$ cat config.mk
export PLATFORM = sky130hd
export DESIGN_NAME = ro_response_gen_flat
export DESIGN_NICKNAME = d
export VERILOG_FILES = /design/src/rtl/ro_puf_pkg.sv /design/src/rtl/ro_response_gen_if.sv /design/src/rtl/ro_edge_counter.sv /design/src/rtl/ro_response_gen.sv /design/src/flat_wrapper.sv
export SDC_FILE = /design/constraint.sdc
export NUM_CORES = 1
export LEC_CHECK = 0
export CAP_MARGIN = 20
export CORE_MARGIN = 8
export CORE_UTILIZATION = 35
export CTS_BUF_LIST = sky130_fd_sc_hd__clkbuf_16
export CTS_CLUSTER_SIZE = 25
export DETAILED_ROUTE_END_ITERATION = 8
export GPL_TIMING_DRIVEN = 0
export SYNTH_ARGS = -nofsm -noshare
export SYNTH_HDL_FRONTEND = slang
export SYNTH_HIERARCHICAL = 1
export SYNTH_SLANG_ARGS = --single-unit
export TNS_END_PERCENT = 20
$ cat constraint.sdc
create_clock -name clk -period 2.2 [get_ports clk]
set_input_delay 0.44 -clock clk [delete_from_list [all_inputs] [get_ports clk]]
set_output_delay 0.44 -clock clk [all_outputs]
set_load 0.02 [all_outputs]
$ cat src/rtl/ro_puf_pkg.sv
// Shared constants for the RO-PUF response path: FSM state encoding and response width.
package ro_puf_pkg;

    localparam int unsigned RESP_W            = 8;
    localparam int unsigned SETTLE_CYCLES_DEF = 3;

    typedef logic [2:0] state_t;

    localparam state_t StIdle    = 3'd0;
    localparam state_t StSettle  = 3'd1;
    localparam state_t StCount   = 3'd2;
    localparam state_t StCompare = 3'd3;
    localparam state_t StHold    = 3'd4;

endpackage

$ cat src/rtl/ro_response_gen_if.sv
// Start/busy control plus valid/ready response channel of the RO-PUF response generator.
interface ro_response_gen_if;
    import ro_puf_pkg::*;

    logic              start;
    logic              busy;
    logic [RESP_W-1:0] resp_data;
    logic [RESP_W-1:0] resp_tie;
    logic              resp_valid;
    logic              resp_ready;

    modport master (
        input  start,
        input  resp_ready,
        output busy,
        output resp_data,
        output resp_tie,
        output resp_valid
    );

    modport slave (
        output start,
        output resp_ready,
        input  busy,
        input  resp_data,
        input  resp_tie,
        input  resp_valid
    );

endinterface

$ cat src/rtl/ro_edge_counter.sv
// Synchronises one asynchronous RO output, detects rising edges and counts them with saturation.
module ro_edge_counter #(
    parameter int unsigned CNT_W = 16
) (
    input  logic             clk,
    input  logic             rst_n,
    input  logic             ro_in,
    input  logic             clr,
    input  logic             en,
    output logic [CNT_W-1:0] cnt
);

    // [0],[1] form the synchroniser; [2] is the previous synchronised value.
    logic [2:0]       sync_q;
    logic             rise;
    logic [CNT_W-1:0] cnt_q, cnt_d;

    assign rise = sync_q[1] & ~sync_q[2];

    always_comb begin
        cnt_d = cnt_q;
        if (clr) begin
            cnt_d = '0;
        end else if (en && rise && (cnt_q != '1)) begin
            cnt_d = cnt_q + 1'b1;
        end
    end

    always_ff @(posedge clk or negedge rst_n) begin
        if (!rst_n) begin
            sync_q <= '0;
            cnt_q  <= '0;
        end else begin
            sync_q <= {sync_q[1:0], ro_in};
            cnt_q  <= cnt_d;
        end
    end

    assign cnt = cnt_q;

endmodule

$ cat src/rtl/ro_response_gen.sv
// Evaluates RO pairs (2k, 2k+1) sequentially over a gate window and packs the
// per-pair comparison results into a response byte with a matching tie mask.
module ro_response_gen
    import ro_puf_pkg::*;
#(
    parameter int unsigned NUM_RO        = 16,
    parameter int unsigned CNT_W         = 16,
    parameter int unsigned GATE_CYCLES   = 50000,
    parameter int unsigned SETTLE_CYCLES = SETTLE_CYCLES_DEF
) (
    input  logic              clk,
    input  logic              reset_n,
    input  logic [NUM_RO-1:0] ro_outputs,
    ro_response_gen_if.master rsp
);

    localparam int unsigned PAIR_W    = $clog2(NUM_RO / 2);
    localparam int unsigned TIMER_MAX = (GATE_CYCLES > SETTLE_CYCLES) ? GATE_CYCLES : SETTLE_CYCLES;
    localparam int unsigned TIMER_W   = $clog2(TIMER_MAX + 1);

    localparam logic [TIMER_W-1:0] SETTLE_LOAD = TIMER_W'(SETTLE_CYCLES - 1);
    localparam logic [TIMER_W-1:0] GATE_LOAD   = TIMER_W'(GATE_CYCLES - 1);
    localparam logic [PAIR_W-1:0]  LAST_IDX    = PAIR_W'(NUM_RO / 2 - 1);

    logic [1:0]         rst_sync_q;
    logic               rst_n;
    state_t             state_q, state_d;
    logic [PAIR_W-1:0]  idx_q, idx_d;
    logic [TIMER_W-1:0] timer_q, timer_d;
    logic [RESP_W-1:0]  data_q, data_d;
    logic [RESP_W-1:0]  tie_q, tie_d;
    logic               ro_a, ro_b;
    logic               cnt_clr, cnt_en;
    logic [CNT_W-1:0]   cnt_a, cnt_b;

    // Asynchronous assertion, release synchronised to clk.
    always_ff @(posedge clk or negedge reset_n) begin
        if (!reset_n) begin
            rst_sync_q <= 2'b00;
        end else begin
            rst_sync_q <= {rst_sync_q[0], 1'b1};
        end
    end

    assign rst_n = rst_sync_q[1];

    assign ro_a    = ro_outputs[{idx_q, 1'b0}];
    assign ro_b    = ro_outputs[{idx_q, 1'b1}];
    assign cnt_en  = (state_q == StCount);
    assign cnt_clr = (state_q != StCount) && (state_q != StCompare);

    ro_edge_counter #(
        .CNT_W (CNT_W)
    ) u_cnt_a (
        .clk   (clk),
        .rst_n (rst_n),
        .ro_in (ro_a),
        .clr   (cnt_clr),
        .en    (cnt_en),
        .cnt   (cnt_a)
    );

    ro_edge_counter #(
        .CNT_W (CNT_W)
    ) u_cnt_b (
        .clk   (clk),
        .rst_n (rst_n),
        .ro_in (ro_b),
        .clr   (cnt_clr),
        .en    (cnt_en),
        .cnt   (cnt_b)
    );

    always_comb begin
        state_d = state_q;
        idx_d   = idx_q;
        timer_d = timer_q;
        data_d  = data_q;
        tie_d   = tie_q;
        case (state_q)
            StIdle: begin
                if (rsp.start) begin
                    state_d = StSettle;
                    idx_d   = '0;
                    timer_d = SETTLE_LOAD;
                end
            end
            StSettle: begin
                if (timer_q == '0) begin
                    state_d = StCount;
                    timer_d = GATE_LOAD;
                end else begin
                    timer_d = timer_q - 1'b1;
                end
            end
            StCount: begin
                if (timer_q == '0) begin
                    state_d = StCompare;
                end else begin
                    timer_d = timer_q - 1'b1;
                end
            end
            StCompare: begin
                data_d[idx_q] = (cnt_a > cnt_b);
                tie_d[idx_q]  = (cnt_a == cnt_b);
                if (idx_q == LAST_IDX) begin
                    state_d = StHold;
                end else begin
                    state_d = StSettle;
                    idx_d   = idx_q + 1'b1;
                    timer_d = SETTLE_LOAD;
                end
            end
            StHold: begin
                if (rsp.resp_ready) begin
                    state_d = StIdle;
                end
            end
            default: state_d = StIdle;
        endcase
    end

    always_ff @(posedge clk or negedge rst_n) begin
        if (!rst_n) begin
            state_q <= StIdle;
            idx_q   <= '0;
            timer_q <= '0;
            data_q  <= '0;
            tie_q   <= '0;
        end else begin
            state_q <= state_d;
            idx_q   <= idx_d;
            timer_q <= timer_d;
            data_q  <= data_d;
            tie_q   <= tie_d;
        end
    end

    assign rsp.busy       = (state_q != StIdle);
    assign rsp.resp_valid = (state_q == StHold);
    assign rsp.resp_data  = data_q;
    assign rsp.resp_tie   = tie_q;

endmodule

$ cat src/flat_wrapper.sv
// flat-port wrapper written by rule: the top's interface ports become plain ports
module ro_response_gen_flat import ro_puf_pkg::*;
#(
    parameter int unsigned NUM_RO        = 16,
    parameter int unsigned CNT_W         = 16,
    parameter int unsigned GATE_CYCLES   = 50000,
    parameter int unsigned SETTLE_CYCLES = SETTLE_CYCLES_DEF
)
  (clk, reset_n, ro_outputs, rsp_start, rsp_resp_ready, rsp_busy, rsp_resp_data, rsp_resp_tie, rsp_resp_valid);
  ro_response_gen_if rsp_i ();
  input  logic clk;
  input  logic reset_n;
  input  logic [NUM_RO-1:0] ro_outputs;
  input wire logic [$bits(rsp_i.start)-1:0] rsp_start;
  input wire logic [$bits(rsp_i.resp_ready)-1:0] rsp_resp_ready;
  output wire logic [$bits(rsp_i.busy)-1:0] rsp_busy;
  output wire logic [$bits(rsp_i.resp_data)-1:0] rsp_resp_data;
  output wire logic [$bits(rsp_i.resp_tie)-1:0] rsp_resp_tie;
  output wire logic [$bits(rsp_i.resp_valid)-1:0] rsp_resp_valid;
  assign rsp_i.start = rsp_start;
  assign rsp_i.resp_ready = rsp_resp_ready;
  assign rsp_busy = rsp_i.busy;
  assign rsp_resp_data = rsp_i.resp_data;
  assign rsp_resp_tie = rsp_i.resp_tie;
  assign rsp_resp_valid = rsp_i.resp_valid;
  ro_response_gen #(.NUM_RO(NUM_RO), .CNT_W(CNT_W), .GATE_CYCLES(GATE_CYCLES), .SETTLE_CYCLES(SETTLE_CYCLES)) u_core (.clk(clk), .reset_n(reset_n), .ro_outputs(ro_outputs), .rsp(rsp_i));
endmodule
==> reports/qor.log <==
[run_status] outcome finished clean
[power_and_ir_drop] peak supply drop 0.000573 V
[place] Final HPWL DP 7890 um
[clocking] Sinks on Clock Net 78
[power_and_ir_drop] Clk network pwr share 0.385
[routing] DRC errors left 0
[synth] top cells by area in the synthesized netlist dfrtp_1, ha_1, mux2_2, a21oi_1, o31ai_1
[synth] library cell occupying the most area in the post-synthesis netlist dfrtp_1
[synth] distinct cell type count after synthesis 59
[power_and_ir_drop] net switching power 1.11 mW
[worst_setup_path] Critical Path AT 2360 ps
[cells_and_area] final layout net count 576
[synth] number of nets produced by synthesis 510
[cells_and_area] share of cells above drive strength 1 0.208
[power_and_ir_drop] Leakage Power 2.32 nW
[power_and_ir_drop] total power 3.91 mW
[routing] post-detailed-route via-to-cell ratio 5.47
[timing] final critical-path share of the clock period 0.974
[power_and_ir_drop] cell internal pwr 2.79 mW
[timing] final count of hold timing violations 0
[grt] total routing usage reported by global routing 0.136
[die] Row Count 42
[cells_and_area] antenna fix cells 0
[place] I/O Buffers 37
[die] Top Ports 38
[clocking] clock tree buffer depth 2
[routing] final routed wire length divided by cell count 16.0 um
[routing] initial detailed-routing violation count 182
[clocking] Post-CTS Hold Buffers 0
[grt] antenna violations before repair 0
[power_and_ir_drop] PwrDens 669 mW/mm^2
[clocking] TritonCTS buffer count 9
[worst_setup_path] sort of element at the end of the critical path flop
[synth] average footprint of a synthesized cell 9.86 sq um
[routing] count of antenna-violating nets left after detailed routing 0
[timing] total setup violations reported at the end of the flow 0
[clocking] CTS clock-pin slew for the worst setup and hold paths 60 ps
[synth] most repeated cell in the gate-level netlist after synthesis dfrtp_1
[die] Die Wd 131 um
[timing] worst hold-check slack 270 ps
[power_and_ir_drop] switching power as a share of total power 0.285
[die] area of the core 0.0131 sq mm
[timing] clock skew after layout 10.2 ps
[worst_setup_path] required time at the worst-slack endpoint 2420 ps
[synth] Post-Syn Area 0.00462 sq mm
[die] initial core utilization 0.353
[power_and_ir_drop] proportion of power drawn by flip-flops and latches 0.463
[cells_and_area] Area Growth Syn to Fin 26.5%
[routing] vias post-DR 3910
[grt] GR Overflow Total 0
[run] max-cap viol count 0
[clocking] H-tree levels 3
[synth] number of enable-type register cells in the synthesized netlist 0
[worst_setup_path] startpoint-to-endpoint class of the critical path reg2reg
[routing] total routed wirelength 11400 um
[timing] fmax 0.467 GHz
[die] area enclosed by the die boundary 0.0171 sq mm
[synth] primary flip-flop cell chosen by synthesis mapping dfrtp_1
[worst_setup_path] critical-path maximum fanout 7
[synth] most used standard cells in the synthesized netlist dfrtp_1, a21oi_1, inv_1
[clocking] CTS tree yes
[clocking] insertion delay to the later sink of the worst-skew pair 340 ps
[synth] portion of the post-synthesis area used by sequential elements 0.423
[synth] post-synthesis cell count 468
[timing] number of slew-limit violations in the final report 0
[synth] number of synthesized register bits 78
[synth] number of warnings reported in the yosys synthesis log 6
[synth] Synth top area share 0.423
[timing] time the final worst path needs with I/O delays and setup 2140 ps
[worst_setup_path] sort of element at the start of the critical path flop
[place] routability cong. 0.832
[die] die height 131 um
[synth] FFs w/ async S/R, synth 1.00
[grt] global-route wire length before repair 18600 um
[timing] remaining max-slew budget at the tightest pin 0.458
[grt] via count of the first global-routing pass 3879
[routing] DR pass1 iterations 4
[hold_path] Worst Hold Class in2async
[power_and_ir_drop] combinational share of power 0.151
[clocking] Root Buffer clkbuf_16
[grt] maximum number of pins on one net before global-route repair 44
[timing] transition time at the pin with the least slew margin 807 ps
==> per-stage QoR <==
stage,utilization,instance area (sq um),std cells,worst slack (ps),setup TNS (ps)
CTS,0.434,5680,705,-17.5,-21.7
global placement,0.400,5230,681,-774,-10090
detailed placement,0.402,5260,682,-786,-11620
floorplan,-,4640,468,-34.1,-34.1
global route,0.446,5840,715,-24.8,-29.5
finish,0.446,5840,715,57.0,0
==> per-layer routing <==
metal	up-vias	GRT usage	wire length, um
met2	89	0.226	5720
met4	0	0.0655	235
met5	-	0	0
met1	1921	0.168	5010
li1	1885	-	-
met3	15	0.0239	454
==> layout make-up <==
class,instances,area [sq um]
clock buffer,9,225
clock inverter,7,73.8
sequential,78,1960
buffer,18,129
fill,1226,7250
timing repair buffer,58,563
tap,176,220
inverter,32,120
multi-input combinational,337,2550
==> final timing paths <==
| path | start | end | slack, ps | depth (start not counted) |
|---|---|---|---|---|
| max in group asynchronous | u_core/rst_sync_q[1] | u_core/u_cnt_b/cnt[11] | 1310 | 1 |
| setup / recovery | u_core/state_q[2] | u_core/u_cnt_a/cnt[15] | 60 | 6 |
| setup reg to reg | u_core/state_q[2] | u_core/u_cnt_a/cnt[15] | 60 | 6 |
| min in group clk | u_core/u_cnt_a/sync_q[0] | u_core/u_cnt_a/sync_q[1] | 350 | 0 |
| hold / removal | reset_n | u_core/rst_sync_q[1] | 270 | 1 |
| hold reg to reg | u_core/rst_sync_q[1] | u_core/timer_q[15] | 300 | 0 |
==> flip-flops by register name (all words and copies together), names as in the netlist <==
name	count
u_core/timer_q	16
u_core/u_cnt_a/cnt	16
u_core/u_cnt_b/cnt	16
u_core/rsp.resp_data	8
u_core/rsp.resp_tie	8
u_core/idx_q	3
u_core/state_q	3
u_core/u_cnt_a/sync_q	3
u_core/u_cnt_b/sync_q	3
u_core/rst_sync_q	2
==> power groups by stage <==
stage	registers (mW)	clock network, mW	logic, mW
floorplan	1.79	0	0.400
global placement	1.83	0	0.516
detailed placement	1.82	0	0.551
CTS	1.79	1.55	0.558
global route	1.83	1.61	0.640
finish	1.81	1.51	0.592
==> worst max-delay path, stage by stage (launching register included) <==
cell and delay [ps]:
dfrtp_2 420, nand2b_4 160, nor2_4 200, nand3b_4 140, or3b_4 450, nor4b_4 300, mux2_2 360
==> cells in the final DEF (no fill, tap or decap), drive strengths merged, types with 11 or more instances in the layout <==
master,instances
clkdlybuf4s50,35
nand2,27
clkbuf,15
or4,14
nor3,11
nand4,14
nand3,20
o21ai,16
buf,30
mux2,23
o31ai,21
ha,22
a21oi,50
dfrtp,78
inv,33
nor2,22
or3,16
==> logic make-up after synthesis <==
logic type,count (synthesis),share of synthesized area
and+or+nand+nor,169,0.225
AOI/OAI and AO/OA,112,0.152
DFF,78,0.423
buffers and inverters,53,0.0512
muxes,31,0.0843
adders and majority gates,22,0.0596
xor gates and xnor gates,2,0.00380
other,1,0.000812
==> repair_timing <==
action,CTS,global route
resized for setup,12,22
setup endpoints to repair,49,30
buffers inserted,10,10
pin swaps,6,8
Power figures use the tool's default switching activity.
